### config.mk
export PLATFORM = sky130hd
export DESIGN_NAME = spdif_frame_sched
export DESIGN_NICKNAME = d
export VERILOG_FILES = /design/src/rtl/spdif_frame_sched.sv
export SDC_FILE = /design/constraint.sdc
export NUM_CORES = 1
export LEC_CHECK = 0
export BUFFER_PORTS_ARGS = -buffer_cell sky130_fd_sc_hd__clkbuf_2
export CORE_MARGIN = 10
export CORE_UTILIZATION = 54
export CTS_BUF_LIST = sky130_fd_sc_hd__clkbuf_16
export CTS_CLUSTER_DIAMETER = 150
export DETAILED_ROUTE_END_ITERATION = 10
export PLACE_DENSITY = 0.88
export SKIP_LAST_GASP = 1
export SYNTH_ARGS = -nofsm -noshare
export SYNTH_HDL_FRONTEND = slang
export SYNTH_SLANG_ARGS = --single-unit
### constraint.sdc
create_clock -name clk -period 3.5 [get_ports clk]
set_input_delay 0 -clock clk [delete_from_list [all_inputs] [get_ports clk]]
set_output_delay 0 -clock clk [all_outputs]
set_load 0.1 [all_outputs]
### src/rtl/spdif_frame_sched.sv
// S/P DIF frame scheduler: stereo FIFO, fractional sample-rate tick, L/R word handshake.
// Build option SPDIF_SCHED_HOLD_LAST_EN: resend the last popped pair on underrun instead of silence.
module spdif_frame_sched #(
    parameter int DEPTH    = 4,
    parameter int TICK_INC = 441,
    parameter int TICK_MOD = 1000000,
    parameter int ACC_W    = 20
) (
    input  logic        clk,
    input  logic        rst_n,
    input  logic        enable,
    input  logic [15:0] in_left,
    input  logic [15:0] in_right,
    input  logic        in_valid,
    output logic        in_ready,
    output logic [15:0] tx_data,
    output logic        tx_valid,
    input  logic        tx_rdy,
    output logic [7:0]  frame_idx,
    output logic        block_start,
    output logic [7:0]  underrun_cnt,
    output logic        late_err
);
    localparam int PW = (DEPTH > 1) ? $clog2(DEPTH) : 1;
    localparam int CW = PW + 1;

    typedef enum logic [2:0] {S_IDLE, S_SEND_L, S_WAIT_L, S_SEND_R, S_WAIT_R} state_t;

    state_t           r_state;
    logic [ACC_W-1:0] r_acc;
    logic             r_pend;
    logic             r_late;
    logic [7:0]       r_frame;
    logic [7:0]       r_und;
    logic [15:0]      r_l, r_r, r_tx_last;
    logic [15:0]      r_fifo_l [DEPTH];
    logic [15:0]      r_fifo_r [DEPTH];
    logic [PW-1:0]    r_wptr, r_rptr;
    logic [CW-1:0]    r_count;

    logic [ACC_W-1:0] w_sum;
    logic             w_tick, w_go, w_push, w_pop, w_strobe;
    logic [15:0]      w_und_l, w_und_r;

    assign w_sum    = r_acc + ACC_W'(TICK_INC);
    assign w_tick   = enable && (w_sum >= ACC_W'(TICK_MOD));
    assign in_ready = (r_count != CW'(DEPTH));
    assign w_push   = in_valid && in_ready;
    assign w_go     = (r_state == S_IDLE) && (w_tick || r_pend);
    assign w_pop    = w_go && (r_count != '0);

    // Strobe is combinational so it can never coincide with tx_rdy=0 and lands in SEND_L itself.
    assign w_strobe    = ((r_state == S_SEND_L) || (r_state == S_SEND_R)) && tx_rdy;
    assign tx_valid    = w_strobe;
    assign tx_data     = w_strobe ? ((r_state == S_SEND_L) ? r_l : r_r) : r_tx_last;
    assign block_start = w_strobe && (r_state == S_SEND_L) && (r_frame == 8'd0);

    assign frame_idx    = r_frame;
    assign underrun_cnt = r_und;
    assign late_err     = r_late;

`ifdef SPDIF_SCHED_HOLD_LAST_EN
    logic [15:0] r_last_l, r_last_r;

    always_ff @(posedge clk) begin
        if (!rst_n) begin
            r_last_l <= '0;
            r_last_r <= '0;
        end else if (w_pop) begin
            r_last_l <= r_fifo_l[r_rptr];
            r_last_r <= r_fifo_r[r_rptr];
        end
    end

    assign w_und_l = r_last_l;
    assign w_und_r = r_last_r;
`else
    assign w_und_l = '0;
    assign w_und_r = '0;
`endif

    always_ff @(posedge clk) begin
        if (w_push) begin
            r_fifo_l[r_wptr] <= in_left;
            r_fifo_r[r_wptr] <= in_right;
        end
    end

    always_ff @(posedge clk) begin
        if (!rst_n) begin
            r_wptr  <= '0;
            r_rptr  <= '0;
            r_count <= '0;
        end else begin
            if (w_push) r_wptr <= r_wptr + 1'b1;
            if (w_pop)  r_rptr <= r_rptr + 1'b1;
            if (w_push && !w_pop)      r_count <= r_count + 1'b1;
            else if (w_pop && !w_push) r_count <= r_count - 1'b1;
        end
    end

    always_ff @(posedge clk) begin
        if (!rst_n)       r_acc <= '0;
        else if (!enable) r_acc <= '0;
        else if (w_tick)  r_acc <= w_sum - ACC_W'(TICK_MOD);
        else              r_acc <= w_sum;
    end

    always_ff @(posedge clk) begin
        if (!rst_n) begin
            r_state   <= S_IDLE;
            r_pend    <= 1'b0;
            r_late    <= 1'b0;
            r_frame   <= '0;
            r_und     <= '0;
            r_l       <= '0;
            r_r       <= '0;
            r_tx_last <= '0;
        end else begin
            // One tick may wait while busy; a second one during the same frame is lost.
            if (r_state != S_IDLE && w_tick) begin
                if (r_pend) r_late <= 1'b1;
                else        r_pend <= 1'b1;
            end
            if (w_strobe) r_tx_last <= tx_data;
            case (r_state)
                S_IDLE: if (w_go) begin
                    r_pend <= 1'b0;
                    if (w_pop) begin
                        r_l <= r_fifo_l[r_rptr];
                        r_r <= r_fifo_r[r_rptr];
                    end else begin
                        r_l <= w_und_l;
                        r_r <= w_und_r;
                        if (r_und != 8'hFF) r_und <= r_und + 8'd1;
                    end
                    r_state <= S_SEND_L;
                end
                S_SEND_L: if (tx_rdy)  r_state <= S_WAIT_L;
                S_WAIT_L: if (!tx_rdy) r_state <= S_SEND_R;
                S_SEND_R: if (tx_rdy)  r_state <= S_WAIT_R;
                S_WAIT_R: if (!tx_rdy) begin
                    r_frame <= (r_frame == 8'd191) ? 8'd0 : r_frame + 8'd1;
                    r_state <= S_IDLE;
                end
                default: r_state <= S_IDLE;
            endcase
        end
    end
endmodule

=== Word-level counts from Yosys, hierarchy flattened ===
Memory sizes are Yosys's and may differ from the RTL's. A register that Yosys moved wholly into a read port is not among the register bits.
Index checks and enable logic that the tools add are counted.

* Register bits: 96
* RAM bits: 128
* Input port bits: 37
* Logic and storage cells: 85
* Memories kept: 2

{| class="wikitable"
|+ Memories
! name !! words !! width !! rd ports !! clocked after Yosys merged registers in !! wr ports !! RTL line !! source
|-
| r_fifo_l || 4 || 16 || 1 || 1 || 1 || 36 || <nowiki>logic [15:0] r_fifo_l [DEPTH];</nowiki>
|-
| r_fifo_r || 4 || 16 || 1 || 1 || 1 || 37 || <nowiki>logic [15:0] r_fifo_r [DEPTH];</nowiki>
|}

* $add $sub $neg: 8
* Magnitude comparators: 1
* Equal/unequal tests: 12
* Mux-type cells: 23
* Bitwise logic cells: 2
* Reduce and logical (&&, ||, !) cells: 25

{| class="wikitable"
|+ Operator list
! cell !! count
|-
| $mux 16 || 4
|-
| $mux 3 || 7
|-
| $add 20x9->20 const B || 1
|-
| $ge 20x20->1 const B || 1
|-
| $mux 20 || 1
|-
| $sub 20x20->20 const B || 1
|-
| $add 8x1->8 const B || 2
|-
| $pmux 3 s5 || 1
|-
| $logic_and 1x1->1 || 10
|-
| $ne 2x2->1 const B || 5
|-
| $eq 8x8->1 const B || 1
|-
| $logic_not 8->1 || 1
|-
| $mux 2 || 4
|-
| $mux 8 || 1
|-
| $ne 8x8->1 const B || 1
|-
| $reduce_and 2->1 || 4
|-
| $eq 3x2->1 const B || 2
|-
| $reduce_bool 3->1 || 2
|-
| $mux 1 || 5
|-
| $reduce_and 5->1 || 1
|-
| $add 2x1->2 const B || 2
|-
| $reduce_and 4->1 || 1
|-
| $add 3x1->3 const B || 1
|-
| $eq 3x1->1 const B || 1
|-
| 8 further kinds || 11
|}

=== Logic depth before layout (Yosys ltp) ===
* Word-level depth: 9
* Mapped depth: 17
* Mapped depth without buffers: 15

=== Worst setup path before layout ===
OpenSTA, ideal clock, no wires.

* Path type: reg2reg
* From: register r_state[2]
* To: register r_tx_last[15]
* Setup time: 71 ps
* Arrival time: 3,884 ps
* Data required time: 3,429 ps
* Path slack: -455 ps
* Cell stages (with the launch flop): 7
* Cell sequence: dfxtp_1 -> clkbuf_1 -> nor3b_1 -> clkbuf_1 -> o22ai_1 -> o21ai_0 -> and2_1

* Longest elaborated chain between the ends: 4
* Elaborated cells on any way between the ends: 6
* Those cells by class: 2 x eq/ne; 2 x mux; 2 x reduce/logical

{| class="wikitable"
|+ RTL lines
! what !! RTL line !! source
|-
| start: declaration || 29 || <nowiki>state_t r_state;</nowiki>
|-
| start signal: assignment || 111 || <nowiki>r_state <= S_IDLE;</nowiki>
|-
| start signal: assignment || 137 || <nowiki>r_state <= S_SEND_L;</nowiki>
|-
| start signal: assignment || 139 || <nowiki>S_SEND_L: if (tx_rdy) r_state <= S_WAIT_L;</nowiki>
|-
| $eq 3x1->1 or $eq 3x2->1 (tied branches) || 53, 55 ||
|-
| $logic_or 1x1->1 || 53 || <nowiki>assign w_strobe = ((r_state == S_SEND_L) || (r_state == S_SEND_R)) && tx_rdy;</nowiki>
|-
| $logic_and 1x1->1 || 53 ||
|-
| $mux 16 * || 55 || <nowiki>assign tx_data = w_strobe ? ((r_state == S_SEND_L) ? r_l : r_r) : r_tx_last;</nowiki>
|-
| via tx_data[15] || 16 || <nowiki>output logic [15:0] tx_data,</nowiki>
|-
| end signal: assignment || 125 || <nowiki>if (w_strobe) r_tx_last <= tx_data;</nowiki>
|-
| end: declaration || 35 || <nowiki>logic [15:0] r_l, r_r, r_tx_last;</nowiki>
|}

Mark *: on every way through the listed nets, which the timed path passes. The rest lies on a longest branch.
A chain may end at the register's enable or synchronous reset.

=== Worst setup path after layout ===
* From: register r_acc[1]
* To: register r_count[2]

* Longest elaborated chain between the ends: 9
* Elaborated cells on any way between the ends: 11
* Those cells by class: 1 x add/sub; 1 x order compare; 1 x mux; 8 x reduce/logical

{| class="wikitable"
|+ RTL lines
! what !! RTL line !! source
|-
| start: declaration || 30 || <nowiki>logic [ACC_W-1:0] r_acc;</nowiki>
|-
| start signal: assignment || 105 || <nowiki>else if (w_tick) r_acc <= w_sum - ACC_W'(TICK_MOD);</nowiki>
|-
| start signal: assignment || 106 || <nowiki>else r_acc <= w_sum;</nowiki>
|-
| $add 20x9->20 * || 45 || <nowiki>assign w_sum = r_acc + ACC_W'(TICK_INC);</nowiki>
|-
| $ge 20x20->1 * || 46 || <nowiki>assign w_tick = enable && (w_sum >= ACC_W'(TICK_MOD));</nowiki>
|-
| $logic_and 1x1->1 * || 46 ||
|-
| $logic_or 1x1->1 * || 49 || <nowiki>assign w_go = (r_state == S_IDLE) && (w_tick || r_pend);</nowiki>
|-
| $logic_and 1x1->1 * || 49 ||
|-
| $logic_and 1x1->1 * || 50 || <nowiki>assign w_pop = w_go && (r_count != '0);</nowiki>
|-
| $logic_not 1->1 || 97 || <nowiki>if (w_push && !w_pop) r_count <= r_count + 1'b1;</nowiki>
|-
| $logic_and 1x1->1 || 97 ||
|-
| $mux 3 or $reduce_bool 2->1 (tied branches) || - ||
|-
| end signal: assignment || 97 ||
|-
| end signal: assignment || 98 || <nowiki>else if (w_pop && !w_push) r_count <= r_count - 1'b1;</nowiki>
|-
| end: declaration || 39 || <nowiki>logic [CW-1:0] r_count;</nowiki>
|}

Mark *: on every way between the ends. The rest lies on a longest branch, timed or not.

==> results.md <==
- Outcome: finished, final reports clean
- Total half-perimeter wirelength after legalization and detailed placement: 12760 um
- Critical-path maximum fanout: 4
- Final count of negative-setup-slack endpoints: 0
- Clock root buffer master: sky130_fd_sc_hd__clkbuf_16
- Time the worst path needs with I/O delays and setup: 3.435 ns
- Multi-input logic area: 3412 um2
- Number of H-tree levels: 1
- Worst setup SP type: flip-flop
- Setup slack after placement: -0.03735 ns
- Count of input and output buffers: 72
- Leading cell types in the layout, fill and taps excluded: sky130_fd_sc_hd__edfxtp_1 (128), sky130_fd_sc_hd__dfxtp_1 (94), sky130_fd_sc_hd__nand2_1 (72), sky130_fd_sc_hd__clkbuf_2 (72), sky130_fd_sc_hd__nand3_1 (42)
- Via count normalized by instance count: 5.730
- Worst clock skew on the final layout: 0.01001 ns
- Sequential element share of the synthesized area: 61.81%
- Share of final-layout standard cells stronger than drive strength 1: 22.34%
- Period utilization: 98.15%
- Synth Warn #: 0
- First-pass DRT Iterations: 8
- Number of hold violations in the final report: 0
- Number of synthesized flops with an enable pin: 128
- CTS tree: done
- Hold Crit Class: input pin to flip-flop
- CP Data Arrival Time: 3.90 ns
- Wire length of the first global-routing pass: 34040 um
- Total instance count after detailed placement: 1015
- Aggregate global routing overflow: 0
- TritonCTS buffer count: 24
- Mean instance size in the synthesized netlist: 12.80 um2
- Fraction of the mapped netlist area in compound gates: 9.498%
- Post-Synthesis Cell Area: 9393 um2
- Leading cell type in the layout, fill and taps excluded: sky130_fd_sc_hd__edfxtp_1
- Final core area utilization: 65.71%
- Pwr Density: 520.7 nW/um2
- Residual DRC count: 0
- Register Area: 5811 um2
- Die outline area: 23070 um2
- Die width: 151.9 um
- Clock slew at reported path FFs: 0.06 ns
- Crit Path Category: flip-flop to flip-flop
- CP Capture Type: flip-flop
- Die height: 151.9 um
- Per-cell routed wire length: 18.82 um
- Worst setup slack for register-to-register paths: 0.06 ns
- Total global-route track usage: 17.55%
- Total detailed-routing wirelength: 20670 um
- Worst IR drop on VDD: 459.0 uV
- Cell types with the largest area share after synthesis: sky130_fd_sc_hd__edfxtp_1 (41%), sky130_fd_sc_hd__dfxtp_1 (21%), sky130_fd_sc_hd__mux4_2 (7.7%)
- Worst slew pin tran: 0.8179 ns
- Fill cells: 1243
- Rel. slew slack: 45.05%
- Final number of max-transition violations: 0
- Routability cong.: 0.8550
- Number of routed nets with antenna violations: 0
- Max-capacitance violation count: 0
- Dominant combinational cell family by area after synthesis: simple AND/OR/NAND/NOR gates
- Final setup margin: 0.06476 ns
- Unique masters post-synth: 60
- Area Growth Syn to Fin: 20.17%
- Initial standard-cell utilization of the core: 54.68%
- Count of inserted antenna diode cells: 0
- Synthesized-area fraction occupied by xor and xnor cells: 3.344%
- Timing-limited maximum frequency: 291.1 MHz
- Insertion delay of the later-clocked pin in the worst-skew pair: 0.53 ns
- Layout net count: 906
- Number of placement rows: 48
- Share of cell area taken by muxes after synthesis: 8.099%
- Async set or reset register ratio after synthesis: 0%
- Number of global-route vias before repair: 6562
- Max Buffers Root-to-Sink: 3
- Pin count of the biggest net entering global routing: 64
- Gate Count Post-Synth: 734
- Top cell type's share of synthesized area: 40.92%
- Leakage power of the design: 0.003948 uW
- Number of vias after detailed routing: 6292
- Unrepaired setup endpoints after global routing: true
- IO Count: 73
- Cell area after layout: 11290 um2
- Drt initial violations: 400
- Synth area leader: sky130_fd_sc_hd__edfxtp_1
- Fraction of the mapped netlist area in simple logic gates: 12.81%
- Area of the core: 17180 um2
- Number of synthesized register bits: 226
- Antenna violations before repair: 0
- Req. time, crit path: 3.96 ns
- Final std cells w/o fill: 1098
- Top_reg_cell synth: sky130_fd_sc_hd__edfxtp_1
- Area share of fa/ha/maj cells after synthesis: 1.812%
- Number of clock sinks: 226
- Synthesized netlist net count: 784
- Total chip power: 5877 uW
- Instance area after placement: 10110 um2
==> worst max-delay path, stage by stage, from the launching register on <==
cell and delay, ns:
sky130_fd_sc_hd__dfxtp_2 0.33, sky130_fd_sc_hd__ha_4 0.17, sky130_fd_sc_hd__a2111o_2 0.48, sky130_fd_sc_hd__buf_12 0.16, sky130_fd_sc_hd__a31oi_4 0.16, sky130_fd_sc_hd__xor2_2 0.21
sky130_fd_sc_hd__o311ai_4 0.14, sky130_fd_sc_hd__o311a_4 0.33, sky130_fd_sc_hd__o211ai_2 0.17, sky130_fd_sc_hd__ha_2 0.21, sky130_fd_sc_hd__inv_1 0.05, sky130_fd_sc_hd__fa_2 0.33
sky130_fd_sc_hd__xor2_1 0.17, sky130_fd_sc_hd__or3_1 0.32, sky130_fd_sc_hd__a21boi_1 0.12
==> cell families (layout without fill, tap and decap cells) <==
| group | Yosys count | count (layout) |
|---|---|---|
| buffers and inverters | 57 | 196 |
| flip-flops | 226 | 226 |
| adder cells (fa/ha/maj) | 13 | 13 |
| multiplexers | 36 | 36 |
| AO/OA/AOI/OAI | 126 | 126 |
| XOR/XNOR | 35 | 35 |
| AND/OR/NAND/NOR | 241 | 241 |
==> routing by layer <==
layer / global-route usage, % / wire, um / vias to the layer above
met3: 3.613 / 1288 / 56
met2: 31.01 / 10660 / 201
met4: 6.282 / 702 / 0
met5: 0 / 0 / -
li1: - / - / 2960
met1: 20.65 / 8015 / 3075
==> report_power, final <==
part | leakage, uW | internal (uW) | total [uW] | switching [uW]
combinational | 0.00161 | 205 | 521 | 316
clock | 0.000374 | 1330 | 2360 | 1030
sequential | 0.00197 | 2950 | 3000 | 47.0
==> path summary, 6_finish.rpt <==
check,startpoint,end,cells after the start
setup / recovery,r_acc[1],r_count[2],14
hold / removal,in_valid,r_wptr[1],4
setup reg to reg,r_acc[1],r_count[2],14
hold reg to reg,r_r[9],r_r[9],2
==> cell usage after synthesis, types with 3 or more instances <==
library cell / count
sky130_fd_sc_hd__o21ai_0: 29
sky130_fd_sc_hd__and2_1: 29
sky130_fd_sc_hd__dfxtp_1: 98
sky130_fd_sc_hd__a311oi_1: 3
sky130_fd_sc_hd__nor2b_1: 6
sky130_fd_sc_hd__and3_1: 14
sky130_fd_sc_hd__o21a_1: 3
sky130_fd_sc_hd__a21boi_0: 35
sky130_fd_sc_hd__nand2_1: 72
sky130_fd_sc_hd__o22ai_1: 17
sky130_fd_sc_hd__nand4_1: 7
sky130_fd_sc_hd__mux2i_1: 4
sky130_fd_sc_hd__or3_1: 9
sky130_fd_sc_hd__or4_1: 3
sky130_fd_sc_hd__a21oi_1: 10
sky130_fd_sc_hd__mux4_2: 32
sky130_fd_sc_hd__nor3_1: 5
sky130_fd_sc_hd__xor2_1: 7
sky130_fd_sc_hd__buf_1: 4
sky130_fd_sc_hd__inv_1: 11
sky130_fd_sc_hd__a31oi_1: 6
sky130_fd_sc_hd__nor4b_1: 3
sky130_fd_sc_hd__nor2_1: 35
sky130_fd_sc_hd__buf_2: 11
sky130_fd_sc_hd__edfxtp_1: 128
sky130_fd_sc_hd__nand3_1: 42
sky130_fd_sc_hd__xnor2_1: 27
sky130_fd_sc_hd__clkbuf_1: 27
sky130_fd_sc_hd__nor3b_1: 3
sky130_fd_sc_hd__o2111ai_1: 3
sky130_fd_sc_hd__buf_4: 3
sky130_fd_sc_hd__nand2b_1: 7
sky130_fd_sc_hd__ha_1: 12
==> sequential cells by signal, indices dropped and copies added (netlist names), named ones only <==
| register | flops |
|---|---|
| r_fifo_l | 64 |
| r_fifo_r | 64 |
| r_acc | 20 |
| r_l | 16 |
| r_r | 16 |
| r_tx_last | 16 |
| frame_idx | 8 |
| underrun_cnt | 8 |
| r_count | 3 |
| r_state | 3 |
| r_rptr | 2 |
| r_wptr | 2 |
| late_err | 1 |
| r_pend | 1 |
==> cell type report <==
class / count / area share, %
sequential: 226 / 51.48
inverter: 11 / 0.3658
clock inverter: 19 / 1.242
tap: 225 / 2.494
multi-input combinational: 451 / 30.23
clock buffer: 24 / 5.321
timing repair buffer: 142 / 8.868
==> timing repair <==
action                                  in CTS  in global routing
resized for setup                            0                  7
pin swaps                                    5                  6
gates cloned                                 0                  0
endpoints found under the hold margin      141                  0
hold buffers                                36                  0
setup buffers                                4                  0
endpoints found under the setup margin       1                 37
==> through the flow <==
step | hold WS, ns | setup TNS [ns]
3_3_place_gp | 0.2162 | 0
3_5_place_dp | 0.2220 | -0.03735
2_1_floorplan | 0.09887 | 0
5_1_grt | 0.1146 | -0.2722
4_1_cts | 0.03522 | -0.01349
6_report | 0.04468 | 0
Power figures use the tool's default switching activity.
